### src/rtl/bmp_pkg.sv
`default_nettype none
// ============================================================================
// bmp_pkg : register map, STATUS/CTRL bit positions and FSM states for the
//           BMP command queue.                               Revision 1.0
// ============================================================================
package bmp_pkg;

  localparam logic [1:0] OFS_X    = 2'd0;
  localparam logic [1:0] OFS_Y    = 2'd1;
  localparam logic [1:0] OFS_CTRL = 2'd2;
  localparam logic [1:0] OFS_STAT = 2'd3;

  localparam int STAT_CNT_LSB = 0;
  localparam int STAT_CNT_MSB = 3;
  localparam int STAT_FULL    = 4;
  localparam int STAT_EMPTY   = 5;
  localparam int STAT_OVF     = 6;
  localparam int STAT_TMO     = 7;
  localparam int STAT_BUSY    = 8;
  localparam int STAT_FLUSH   = 15;

  localparam int CTL_ADD_IMG = 0;
  localparam int CTL_IDX_LSB = 1;
  localparam int CTL_IDX_MSB = 5;
  localparam int CTL_REM     = 15;

  typedef struct packed {
    logic [9:0]  x;
    logic [8:0]  y;
    logic [15:0] ctrl;
  } bmp_cmd_t;

  typedef enum logic [2:0] {
    S_IDLE = 3'd0,
    S_WR_X = 3'd1,
    S_WR_Y = 3'd2,
    S_WR_C = 3'd3,
    S_WAIT = 3'd4
  } bmp_state_t;

endpackage
`default_nettype wire

### src/rtl/bmp_cmd_fifo.sv
`default_nettype none
// ============================================================================
// bmp_cmd_fifo : synchronous command FIFO with push/pop/flush and registered
//                full/empty flags.                            Revision 1.0
// ============================================================================
module bmp_cmd_fifo #(
  parameter int DEPTH = 8,
  parameter int WIDTH = 35
) (
  input  logic                     clk,
  input  logic                     rst_n,
  input  logic                     push_i,
  input  logic [WIDTH-1:0]         wdata_i,
  input  logic                     pop_i,
  input  logic                     flush_i,
  output logic [WIDTH-1:0]         rdata_o,
  output logic                     full_o,
  output logic                     empty_o,
  output logic [$clog2(DEPTH):0]   count_o
);

  localparam int AW = $clog2(DEPTH);
  localparam int CW = AW + 1;

  logic [WIDTH-1:0] mem_q [DEPTH];
  logic [AW-1:0]    wptr_q, wptr_d, rptr_q, rptr_d;
  logic [CW-1:0]    count_q, count_d;
  logic             full_q, empty_q;
  logic             push_ok, pop_ok;

  // A pop frees a slot in the same cycle, so a push onto a full FIFO still lands.
  assign pop_ok  = pop_i & ~empty_q & ~flush_i;
  assign push_ok = push_i & ~flush_i & (~full_q | pop_ok);

  always_comb begin
    wptr_d  = wptr_q;
    rptr_d  = rptr_q;
    count_d = count_q;
    if (flush_i) begin
      rptr_d  = wptr_q;
      count_d = '0;
    end else begin
      if (push_ok) wptr_d = wptr_q + AW'(1);
      if (pop_ok)  rptr_d = rptr_q + AW'(1);
      count_d = count_q + CW'(push_ok) - CW'(pop_ok);
    end
  end

  always_ff @(posedge clk or negedge rst_n) begin
    if (!rst_n) begin
      wptr_q  <= '0;
      rptr_q  <= '0;
      count_q <= '0;
      full_q  <= 1'b0;
      empty_q <= 1'b1;
    end else begin
      wptr_q  <= wptr_d;
      rptr_q  <= rptr_d;
      count_q <= count_d;
      full_q  <= (count_d == CW'(DEPTH));
      empty_q <= (count_d == '0);
    end
  end

  always_ff @(posedge clk) begin
    if (push_ok) mem_q[wptr_q] <= wdata_i;
  end

  assign rdata_o = mem_q[rptr_q];
  assign full_o  = full_q;
  assign empty_o = empty_q;
  assign count_o = count_q;

endmodule
`default_nettype wire

### src/rtl/bmp_cmd_queue.sv
`default_nettype none
// ============================================================================
// bmp_cmd_queue : queues CPU draw commands and replays each one to the BMP
//                 display as a paced X/Y/CTRL write burst.   Revision 1.0
// ============================================================================
module bmp_cmd_queue
  import bmp_pkg::*;
#(
  parameter int          DEPTH    = 8,
  parameter logic [15:0] BASE     = 16'hC008,
  parameter int          WAIT_MIN = 2,
  parameter logic [19:0] WAIT_MAX = 20'd800000
) (
  input  logic        clk,
  input  logic        rst_n,
  input  logic        cpu_sel,
  input  logic        cpu_we,
  input  logic [15:0] cpu_addr,
  input  logic [15:0] cpu_wdata,
  output logic [15:0] cpu_rdata,
  output logic        bmp_sel,
  output logic [15:0] bmp_addr,
  output logic [15:0] bmp_data,
  input  logic        plc_busy,
  output logic        q_full,
  output logic        q_empty
);

  localparam int CW = $clog2(DEPTH) + 1;

  bmp_state_t        state_q, state_d;
  logic [19:0]       wait_cnt_q, wait_cnt_d;
  logic [9:0]        x_sh_q;
  logic [8:0]        y_sh_q;
  logic [8:0]        y_q, y_d;
  logic [15:0]       ctrl_q, ctrl_d;
  logic              ovf_q, ovf_d, tmo_q, tmo_d;
  logic              sel_q, sel_d;
  logic [15:0]       addr_q, addr_d, data_q, data_d;

  logic [15:0]       ofs;
  logic              hit, wr_x, wr_y, wr_ctrl, wr_stat, rd_stat;
  logic              flush, pop, drop, tmo_set, eng_busy;
  logic [CW-1:0]     count;
  logic [3:0]        cnt4;
  logic [$bits(bmp_cmd_t)-1:0] head_raw;
  bmp_cmd_t          head;
  logic [15:0]       stat;

  assign ofs     = cpu_addr - BASE;
  assign hit     = cpu_sel & (ofs[15:2] == 14'd0);
  assign wr_x    = hit & cpu_we & (ofs[1:0] == OFS_X);
  assign wr_y    = hit & cpu_we & (ofs[1:0] == OFS_Y);
  assign wr_ctrl = hit & cpu_we & (ofs[1:0] == OFS_CTRL);
  assign wr_stat = hit & cpu_we & (ofs[1:0] == OFS_STAT);
  assign rd_stat = hit & ~cpu_we & (ofs[1:0] == OFS_STAT);
  assign flush   = wr_stat & cpu_wdata[STAT_FLUSH];
  assign drop    = wr_ctrl & q_full & ~pop;

  bmp_cmd_fifo #(
    .DEPTH (DEPTH),
    .WIDTH ($bits(bmp_cmd_t))
  ) u_fifo (
    .clk     (clk),
    .rst_n   (rst_n),
    .push_i  (wr_ctrl),
    .wdata_i ({x_sh_q, y_sh_q, cpu_wdata}),
    .pop_i   (pop),
    .flush_i (flush),
    .rdata_o (head_raw),
    .full_o  (q_full),
    .empty_o (q_empty),
    .count_o (count)
  );

  assign head = bmp_cmd_t'(head_raw);

  always_comb begin
    state_d    = state_q;
    wait_cnt_d = wait_cnt_q;
    pop        = 1'b0;
    tmo_set    = 1'b0;
    case (state_q)
      // A flush in the same cycle wins, so no burst is started from the dropped head.
      S_IDLE: begin
        if (~q_empty & ~plc_busy & ~flush) begin
          pop     = 1'b1;
          state_d = S_WR_X;
        end
      end
      S_WR_X: state_d = S_WR_Y;
      S_WR_Y: state_d = S_WR_C;
      S_WR_C: begin
        state_d    = S_WAIT;
        wait_cnt_d = '0;
      end
      S_WAIT: begin
        wait_cnt_d = wait_cnt_q + 20'd1;
        if (plc_busy && (wait_cnt_q == WAIT_MAX - 20'd1)) begin
          tmo_set = 1'b1;
          state_d = S_IDLE;
        end else if (!plc_busy && (wait_cnt_q >= 20'(WAIT_MIN - 1))) begin
          state_d = S_IDLE;
        end
      end
      default: state_d = S_IDLE;
    endcase
  end

  // Strobe/address/data are registered from the next state; X comes straight
  // from the FIFO head because the out-register loads on the same edge.
  always_comb begin
    y_d    = y_q;
    ctrl_d = ctrl_q;
    sel_d  = 1'b0;
    addr_d = addr_q;
    data_d = data_q;
    if (pop) begin
      y_d    = head.y;
      ctrl_d = head.ctrl;
    end
    case (state_d)
      S_WR_X: begin
        sel_d  = 1'b1;
        addr_d = BASE;
        data_d = {6'b0, head.x};
      end
      S_WR_Y: begin
        sel_d  = 1'b1;
        addr_d = BASE + 16'd1;
        data_d = {7'b0, y_q};
      end
      S_WR_C: begin
        sel_d  = 1'b1;
        addr_d = BASE + 16'd2;
        data_d = ctrl_q;
      end
      default: ;
    endcase
  end

  always_comb begin
    ovf_d = ovf_q;
    tmo_d = tmo_q;
    if (wr_stat & cpu_wdata[STAT_OVF]) ovf_d = 1'b0;
    if (drop)                          ovf_d = 1'b1;
    if (wr_stat & cpu_wdata[STAT_TMO]) tmo_d = 1'b0;
    if (tmo_set)                       tmo_d = 1'b1;
  end

  always_ff @(posedge clk or negedge rst_n) begin
    if (!rst_n) begin
      state_q    <= S_IDLE;
      wait_cnt_q <= '0;
      x_sh_q     <= '0;
      y_sh_q     <= '0;
      y_q        <= '0;
      ctrl_q     <= '0;
      ovf_q      <= 1'b0;
      tmo_q      <= 1'b0;
      sel_q      <= 1'b0;
      addr_q     <= '0;
      data_q     <= '0;
    end else begin
      state_q    <= state_d;
      wait_cnt_q <= wait_cnt_d;
      if (wr_x) x_sh_q <= cpu_wdata[9:0];
      if (wr_y) y_sh_q <= cpu_wdata[8:0];
      y_q        <= y_d;
      ctrl_q     <= ctrl_d;
      ovf_q      <= ovf_d;
      tmo_q      <= tmo_d;
      sel_q      <= sel_d;
      addr_q     <= addr_d;
      data_q     <= data_d;
    end
  end

  assign eng_busy = (state_q != S_IDLE);
  assign cnt4     = (32'(count) > 32'd15) ? 4'hF : 4'(count);

  always_comb begin
    stat                             = '0;
    stat[STAT_CNT_MSB:STAT_CNT_LSB]  = cnt4;
    stat[STAT_FULL]                  = q_full;
    stat[STAT_EMPTY]                 = q_empty;
    stat[STAT_OVF]                   = ovf_q;
    stat[STAT_TMO]                   = tmo_q;
    stat[STAT_BUSY]                  = eng_busy;
  end

  assign cpu_rdata = rd_stat ? stat : 16'h0000;
  assign bmp_sel   = sel_q;
  assign bmp_addr  = addr_q;
  assign bmp_data  = data_q;

endmodule
`default_nettype wire

### config.mk
export PLATFORM = sky130hd
export DESIGN_NAME = bmp_cmd_queue
export DESIGN_NICKNAME = d
export VERILOG_FILES = /design/src/rtl/bmp_pkg.sv /design/src/rtl/bmp_cmd_fifo.sv /design/src/rtl/bmp_cmd_queue.sv
export SDC_FILE = /design/constraint.sdc
export NUM_CORES = 1
export LEC_CHECK = 0
export CORE_MARGIN = 10
export CORE_UTILIZATION = 60
export DETAILED_ROUTE_END_ITERATION = 8
export GPL_TIMING_DRIVEN = 0
export PLACE_DENSITY = 0.81
export SYNTH_ARGS = -nofsm -noshare
export SYNTH_HDL_FRONTEND = slang
export SYNTH_SLANG_ARGS = --single-unit
### constraint.sdc
create_clock -name clk -period 15 [get_ports clk]
set_clock_uncertainty 0.2 [all_clocks]
set_input_delay 1.5 -clock clk [delete_from_list [all_inputs] [get_ports clk]]
set_output_delay 1.5 -clock clk [all_outputs]
set_load 0.01 [all_outputs]
# Yosys cells after proc, flatten, opt, wreduce, memory -nomap -nowiden
# Memory sizes are Yosys's and may differ from the RTL's.
# Cells that the tools add are included.
# Widths: inputs -> output; s select.
dict set report totals {
  mem_count 1
  elab_cells 99
  inputBits 37
  ff_bits 114
  ramBits 280
  output_inout_bits 51
}
dict set report op_classes {
  muxes 22
  n_bitwise 26
  n_lt_le_gt_ge 1
  n_reduce_logical 15
  addsub 6
  eq_ne 12
}
# name words word_bits read_ports rd_ports_with_merged_regs write_ports line
set mem_list {}
lappend mem_list {u_fifo.mem_q 8 35 1 0 1 bmp_cmd_fifo.sv:25} ;# logic [WIDTH-1:0] mem_q [DEPTH];
# op count
set ops {}
lappend ops {{$pmux 16 s3} 2}
lappend ops {{$pmux 20 s2} 1}
lappend ops {{$add 20x1->20 const B} 1}
lappend ops {{$eq 20x20->1 const B} 1}
lappend ops {{$ge 20x1->1 const B} 1}
lappend ops {{$and 1x1->1} 19}
lappend ops {{$sub 16x16->16 const B} 1}
lappend ops {{$mux 3} 5}
lappend ops {{$pmux 3 s5} 1}
lappend ops {{$logic_not 14->1} 1}
lappend ops {{$eq 3x2->1 const B} 4}
lappend ops {{$mux 1} 11}
lappend ops {{$mux 9} 1}
lappend ops {{$reduce_bool 2->1} 4}
lappend ops {{$add 3x1->3 const B} 2}
lappend ops {{$eq 3x1->1 const B} 2}
lappend ops {{$not 1->1} 6}
lappend ops {{$reduce_bool 3->1} 2}
lappend ops {{$add 4x1->4} 1}
lappend ops {{$eq 2x2->1 const B} 2}
lappend ops {{$eq 4x4->1 const B} 1}
lappend ops {{$logic_not 4->1} 1}
lappend ops {{$mux 4} 1}
lappend ops {{$sub 4x1->4} 1}
lappend ops {{other kinds (9)} 10}

# Depth between registers and ports, before layout
# Gate-level depths: netlist (run 1).
dict set report logic_depth {
  ltp_word 18
  ltp_mapped 13
}

# Hierarchy
# From an unflattened synthesis (run 1), not the netlist that was laid out.
dict set report unflattened {
  cells_unflattened 918
  area_unflattened_um2 16077.9
}
# module cells_per_inst area_per_inst_um2 seq_area_each_um2 instances
set by_module_without_submodules {}
lappend by_module_without_submodules {bmp_cmd_fifo 476 11489.8 8709.6 1}
lappend by_module_without_submodules {bmp_cmd_queue 442 4588.2 2227.1 1}

# Worst setup path after synthesis (run 1)
# Ideal clock, no wire load.
dict set report synth_timing {
  path_type {input port to flip-flop}
  from {input port cpu_addr[3]}
  to {memory u_fifo.mem_q[2][0], enable pin}
  slack_ns 8.394
  cell_stages 6
  setup_ns 0.515
  t_arrival_ns 5.891
  cell_sequence {inv_1 ha_1 xnor2_1 and3_1 nand4_1 nor4_1}
}
dict set report synth_via {
  elab_chain_cells 16
}
# item line
set synth_rtl {}
lappend synth_rtl {{start, declared} bmp_cmd_queue.sv:18} ;# input logic [15:0] cpu_addr,
lappend synth_rtl {{$sub 16x16->16 *} bmp_cmd_queue.sv:50} ;# assign ofs = cpu_addr - BASE;
lappend synth_rtl {{$logic_not 14->1 *} bmp_cmd_queue.sv:51} ;# assign hit = cpu_sel & (ofs[15:2] == 14'd0);
lappend synth_rtl {{$and 1x1->1 *} bmp_cmd_queue.sv:51}
lappend synth_rtl {{$and 1x1->1 *} {bmp_cmd_queue.sv:54, bmp_cmd_queue.sv:55}}
lappend synth_rtl {{$and 1x1->1} bmp_cmd_queue.sv:55} ;# assign wr_stat = hit & cpu_we & (ofs[1:0] == OFS_STAT);
lappend synth_rtl {{$and 1x1->1} bmp_cmd_queue.sv:57} ;# assign flush = wr_stat & cpu_wdata[STAT_FLUSH];
lappend synth_rtl {{$not 1->1 (no source line)} n/a}
lappend synth_rtl {{$and 1x1->1} bmp_cmd_queue.sv:86} ;# if (~q_empty & ~plc_busy & ~flush) begin
lappend synth_rtl {{$mux 1} bmp_cmd_queue.sv:86}
lappend synth_rtl {{$mux 1} bmp_cmd_queue.sv:83} ;# case (state_q)
lappend synth_rtl {{$and 1x1->1 (2 in a row)} bmp_cmd_fifo.sv:32} ;# assign pop_ok = pop_i & ~empty_q & ~flush_i;
lappend synth_rtl {{$or 1x1->1} bmp_cmd_fifo.sv:33} ;# assign push_ok = push_i & ~flush_i & (~full_q | pop_ok);
lappend synth_rtl {{$and 1x1->1 *} bmp_cmd_fifo.sv:33}
lappend synth_rtl {{$mux 1 *} bmp_cmd_fifo.sv:66} ;# if (push_ok) mem_q[wptr_q] <= wdata_i;
lappend synth_rtl {{$mux 1 (implied by the code) *} bmp_cmd_fifo.sv:66}
lappend synth_rtl {{end, declared} bmp_cmd_fifo.sv:25}
# Every way passes the cells marked *; elsewhere a longest branch is shown, timed or not.

# Final worst setup path (run 1)
dict set report layout_timing {
  from {input port cpu_addr[3]}
  to {output port cpu_rdata[8]}
}
dict set report layout_via {
  elab_chain_cells 6
}
# item line
set layout_rtl {}
lappend layout_rtl {{$sub 16x16->16} bmp_cmd_queue.sv:50}
lappend layout_rtl {{$logic_not 14->1} bmp_cmd_queue.sv:51}
lappend layout_rtl {{$and 1x1->1} bmp_cmd_queue.sv:51}
lappend layout_rtl {{$and 1x1->1 (2 in a row)} bmp_cmd_queue.sv:56} ;# assign rd_stat = hit & ~cpu_we & (ofs[1:0] == OFS_STAT);
lappend layout_rtl {{$mux 9} bmp_cmd_queue.sv:192} ;# assign cpu_rdata = rd_stat ? stat : 16'h0000;
lappend layout_rtl {{end, declared} bmp_cmd_queue.sv:20} ;# output logic [15:0] cpu_rdata,
# Every way passes these cells.

==> impl_metrics.toml, run 1 <==
[status]
outcome = "finished clean"

[global_routing]
antenna_found_initial = 0
grt_max_degree = 70
overflow = 0
grt_usage_pct = 21.2
grt_pass1_vias = 9148
grt_pass1_wl_um = 54400

[clock_network]
ctsResizeCount = 0
cts_setup_buffers = 0
htreeDepth = 2
cts_root_buf = "clkbuf_16"
cts_buffer_depth = 3
cts_hold_buf = 0
insertion_delay_ps = 530
cts_buffers = 39
cts.sinks = 381
cts_tree = "built"
path_clk_slew_ps = 60

[critical_path]
worstSetupPathType = "input pin to primary output"
crit_path_end_kind = "primary output"
required_ps = 13300
cp_max_fo = 9
critPathBufInv = 3
worstSetupStartpointType = "input pin"
crit_arrival_ps = 4600
crit_chain = "clkdlybuf4s50_1 > inv_1 > ha_1 > xnor2_1 > and3_1 > nor4bb_1 > o31a_1 > clkdlybuf4s50_1"
crit_top_cell = "clkdlybuf4s50_1"
cp_top_family = "simple AND/OR/NAND/NOR gates"
cpMaxStageDelayCell = "nor4bb_1"
max_stage_delay_ps = 980

[timing]
setup_violations = 0
rsz0062_at_grt = "false"
slew_headroom_pct = 21.4
finalMaxSlewViolations = 0
min_period_ps = 6300
fin_crit_sh_pct = 42.0
tightest_slew_ps = 1160
setup-tns-final_ps = 0
timing.fmax_mhz = 159
hold_viol_final = 0

[synthesis]
synthXorXnorAreaFrac_pct = 0.559
syn-cell-area_um2 = 15700
syn_avg_cell_area_um2 = 18.0
yosys-mux-area-fraction_pct = 16.6
ys_ff_latch = 381
yosysSeqAreaShare_pct = 69.8
yosys.area_share.simple_pct = 4.86
synth_area_leaders = "edfxtp_1, dfrtp_1, mux4_2, mux2_2, o211ai_1"
synth_cell_types = 61
post-synth-top-area-fraction_pct = 53.7
synth_compound_area_share_pct = 4.61
synth.most_common_cell = "edfxtp_1"
synthCells = 870
synth_top_family_by_area = "multiplexers"
yosysWarnings = 0
async_flop_share_pct = 26.5
synth_edf_count = 280
ys.flop_type = "edfxtp_1"
synth_common_cells = "edfxtp_1, dfrtp_1, mux4_2"
synth_fa_ha_area_share_pct = 0.926
synth_area_leader_cell = "edfxtp_1"

[route]
ant_nets = 0
drc = 0
drt_iter0_markers = 918
drt_pass1_iterations = 5
wl_per_cell_um = 24.9
dr_total_vias = 8831
vias_per_cell = 6.26
wl_um = 35100

[floorplanning]
ioPinCount = 88
fp.coreArea_um2 = 25900
die_h_um = 182
fp.dieArea_um2 = 33000
initial_core_util_pct = 60.5
row_count = 59
die_width_um = 182

[final_layout]
fin_util_pct = 71.4
nNetsFinal = 1092
area_delta_synth_final_pct = 18.1
diodes = 0
nFillCells = 1615
drive_gt1_share_pct = 28.6

[run]
maxCapViolations = 0

[place]
place.gp.congestion = 0.868
hpwl_um = 23700
io_buffers = 69

[pwr]
p_total_uw = 2990
ir_drop_uv = 129
p_leak_uw = 0.00708
power.density_nw_per_um2 = 162

[hold_path]
hold_path.class = "flop to flop"
-- per-layer routing --
metal  up-vias  part of all wire (%)  global-route usage [%]
li1       3800                     -                       -
met1      4565                    42                    29.4
met2       398                    48                    33.0
met3        68                   7.9                    4.87
met4         0                   2.7                    6.80
met5         -                     0                       0
-- sequential cells by signal, summed over array words and instances (netlist names) --
name / cells
bmp_addr: 3
bmp_data: 16
bmp_sel: 1
ctrl_q: 16
ovf_q: 1
state_q: 3
tmo_q: 1
u_fifo.count_o: 4
u_fifo.empty_o: 1
u_fifo.full_o: 1
u_fifo.mem_q: 280
u_fifo.rptr_q: 3
u_fifo.wptr_q: 3
wait_cnt_q: 20
x_sh_q: 10
y_q: 9
y_sh_q: 9
-- where the power goes --
part,internal (µW),switching (µW)
Clock,522,401
Sequential,1210,60.5
Combinational,368,435
-- metrics by stage --
step,hold slack (ps),setup slack [ps],instances,instance area [µm²]
final,298,8700,1410,18500
after global routing,307,8370,1410,18500
after CTS,297,8680,1410,18500
after detailed placement,278,8690,1338,17300
after global placement,274,4100,1291,16800
after floorplan,254,8390,887,15700
-- cell families after synthesis --
group                      Yosys count
AOI/OAI and AO/OA                   97
xor gates and xnor gates            10
adders and majority gates           11
buffers and inverters               81
DFF                                381
muxes                              161
other                                1
and+or+nand+nor                    128
-- cells in the final DEF (no fill, tap or decap), drive strengths merged, types with 3 or more instances in the layout --
cell type / n
o21ai: 13
ha: 10
clkinvlp: 4
and3: 3
xnor2: 6
buf: 90
a21oi: 11
mux2: 75
dfrtp: 100
o211ai: 26
nor4b: 3
inv: 18
o211a: 7
nor2b: 6
mux2i: 17
conb: 18
mux4: 69
xor2: 4
nor2: 13
clkdlybuf4s50: 68
or4: 6
nor3: 5
o31ai: 5
a31o: 3
clkinv: 16
nand4: 7
a22oi: 9
a22o: 7
nand3: 13
nand2b: 7
nor4: 13
and2: 13
nand2: 29
edfxtp: 280
o41ai: 4
clkbuf: 72
-- area by class of cell --
cell class,count,area [µm²],area share (%)
sequential,381,10900,59.1
clock inverter,22,168,0.906
clock buffer,50,1060,5.72
inverter,17,63.8,0.345
tap,335,419,2.27
timing repair buffer,116,1070,5.80
multi-input combinational,425,4440,24.0
buffer,64,343,1.85
-- path summary, 6_finish.rpt --
kind	to	depth (start not counted)	slack, ps	start
min in group asynchronous	bmp_data[12]	1	740	rst_n
worst max register to register	u_fifo.mem_q[1][0]	10	11220	state_q[2]
worst max-delay path	cpu_rdata[8]	8	8700	cpu_addr[3]
worst min-delay path	bmp_data[10]	1	300	ctrl_q[10]
worst min register to register	bmp_data[10]	1	300	ctrl_q[10]
max in group asynchronous	u_fifo.empty_o	2	13090	rst_n
(Power assumes the default switching activity.)
==> inputs of run 2 (changes only) <==
Settings changed: CORE_UTILIZATION 60 to 54, PLACE_DENSITY 0.81 to 0.77.
Clock period 15 ns to 5.5 ns, I/O delays scaled along.
==> impl_metrics.toml, run 2 (synthesized netlist as in run 1, its figures left out) <==
[timing]
setup-tns-final_ps = 0
timing.fmax_mhz = 231
setup_violations = 0
tightest_slew_ps = 1100
slew_headroom_pct = 25.4
min_period_ps = 4330
rsz0062_at_grt = "false"
finalMaxSlewViolations = 0
fin_crit_sh_pct = 78.7
hold_viol_final = 0

[route]
wl_per_cell_um = 24.3
vias_per_cell = 6.08
wl_um = 35500
drt_iter0_markers = 835
dr_total_vias = 8870
drt_pass1_iterations = 7
drc = 0
ant_nets = 0

[final_layout]
nNetsFinal = 1093
final_cell_mix = "edfxtp_1, dfrtp_1, mux4_2, clkdlybuf4s50_1, mux2_2"
multi_input_area_um2 = 4440
layout_commonest_cell = "edfxtp_1"
nFillCells = 1943
regArea_um2 = 10900
fin_util_pct = 64.8
largestRegisters = "u_fifo.mem_q (280), wait_cnt_q (20)"
area_delta_synth_final_pct = 18.8
largest_reg_flops = 280
largest-register = "u_fifo.mem_q"
finalNonFillerCells = 1460
drive_gt1_share_pct = 28.1
diodes = 0

[floorplanning]
ioPinCount = 88
die_h_um = 190
initial_core_util_pct = 54.6
fp.dieArea_um2 = 36200
die_width_um = 190
row_count = 62
fp.coreArea_um2 = 28700

[clock_network]
path_clk_slew_ps = 60
cts_buffer_depth = 3
cts_root_buf = "clkbuf_16"
insertion_delay_ps = 530
cts_tree = "built"
ctsResizeCount = 0
cts_buffers = 39
cts.sinks = 381
cts_setup_buffers = 0
htreeDepth = 2

[critical_path]
worstSetupPathType = "input pin to primary output"
crit_arrival_ps = 3580
worstSetupStartpointType = "input pin"
cpMaxStageDelayCell = "nor4bb_1"
max_stage_delay_ps = 940
cp_max_fo = 9
crit_chain = "clkdlybuf4s50_1 > inv_1 > ha_1 > xnor2_1 > and3_1 > nor4bb_1 > o31a_1 > clkdlybuf4s50_1"
crit_path_end_kind = "primary output"
required_ps = 4750
crit_top_cell = "clkdlybuf4s50_1"

[pwr]
p_leak_uw = 0.00710
power.density_nw_per_um2 = 442
p_sw_uw = 2400
p_int_uw = 5830
ir_drop_uv = 291
clkPwrFrac_pct = 31.5
seq_power_share_pct = 41.9
swShare_pct = 29.2
power_frac_comb_pct = 26.6

[hold_path]
hold_path.class = "flop to flop"

[global_routing]
grt_usage_pct = 19.8
grt_pass1_vias = 8982
antenna_found_initial = 0
met1_usage_pct = 27.2
met2_usage_pct = 31.3
grt_pass1_wl_um = 54700
overflow = 0
grt_max_degree = 64
use_met3_pct = 4.15
busiest_layer = "met2"

[place]
io_buffers = 69
place.gp.congestion = 0.865
hpwl_um = 24500
dp.cells = 1387

[status]
outcome = "finished clean"

[run]
maxCapViolations = 0
run 2: changes by cell type in the layout (fill, tap and decap cells not counted), sizes merged:
cell | before | now
bufinv | 1 | 3
clkbuf | 72 | 84
clkinv | 16 | 4
clkinvlp | 4 | 3
dlygate4sd3 | 0 | 1
inv | 18 | 17
run 2: final timing paths:
kind	start	end	slack, ps	cells after the start
worst max-delay path	cpu_addr[3]	cpu_rdata[8]	1170	8
worst min-delay path	ctrl_q[12]	bmp_data[12]	290	1
worst max register to register	state_q[2]	u_fifo.mem_q[7][5]	1950	10
worst min register to register	ctrl_q[12]	bmp_data[12]	290	1
max in group asynchronous	rst_n	u_fifo.empty_o	3960	3
min in group asynchronous	rst_n	u_fifo.count_o[0]	360	2
run 2: final cells by class:
cell class                      instances  area share (%)
Sequential cell                       381            58.8
Multi-Input combinational cell        425            23.8
Inverter                               17           0.343
Timing Repair Buffer                  117            5.86
Buffer                                 64            1.84
Clock buffer                           62            5.98
Tap cell                              384            2.58
Clock inverter                         10           0.793
run 2: timing repair:
item,in CTS,in global routing
setup endpoints to repair,0,0
hold endpoints to repair,38,0
hold buffers,1,0
run 2: power by group through the flow:
| stage | sequential [µW] | combinational [µW] | clock (µW) |
|---|---|---|---|
| 5_1_grt | 3470 | 2370 | 2750 |
| 6_report | 3450 | 2190 | 2590 |
| 4_1_cts | 3450 | 2200 | 2630 |
| 3_5_place_dp | 3500 | 2180 | 0 |
| 2_1_floorplan | 3470 | 1460 | 0 |
| 3_3_place_gp | 3500 | 2120 | 0 |
run 2: critical path, delay by kind of cell:
family,cells,cell delay [ps]
XOR/XNOR,1,300
adder cells (fa/ha/maj),1,200
buffers and inverters,3,1080
AO/OA/AOI/OAI,1,270
AND/OR/NAND/NOR,2,1170
run 2: layer usage:
metal | vias up | wire length, µm
li1 | 3795 | -
met5 | - | 0
met4 | 0 | 830
met1 | 4592 | 14900
met3 | 65 | 2790
met2 | 418 | 17000
run 2: per-stage QoR:
stage | power [µW] | hold slack (ps) | instance area (µm²) | setup WS (ps)
after floorplan | 4930 | 54.4 | 15700 | -156
after global placement | 5620 | 274 | 16900 | -4630
after detailed placement | 5680 | 280 | 17300 | 1170
after CTS | 8280 | 293 | 18600 | 1150
after global routing | 8590 | 310 | 18600 | 909
final | 8230 | 288 | 18600 | 1170
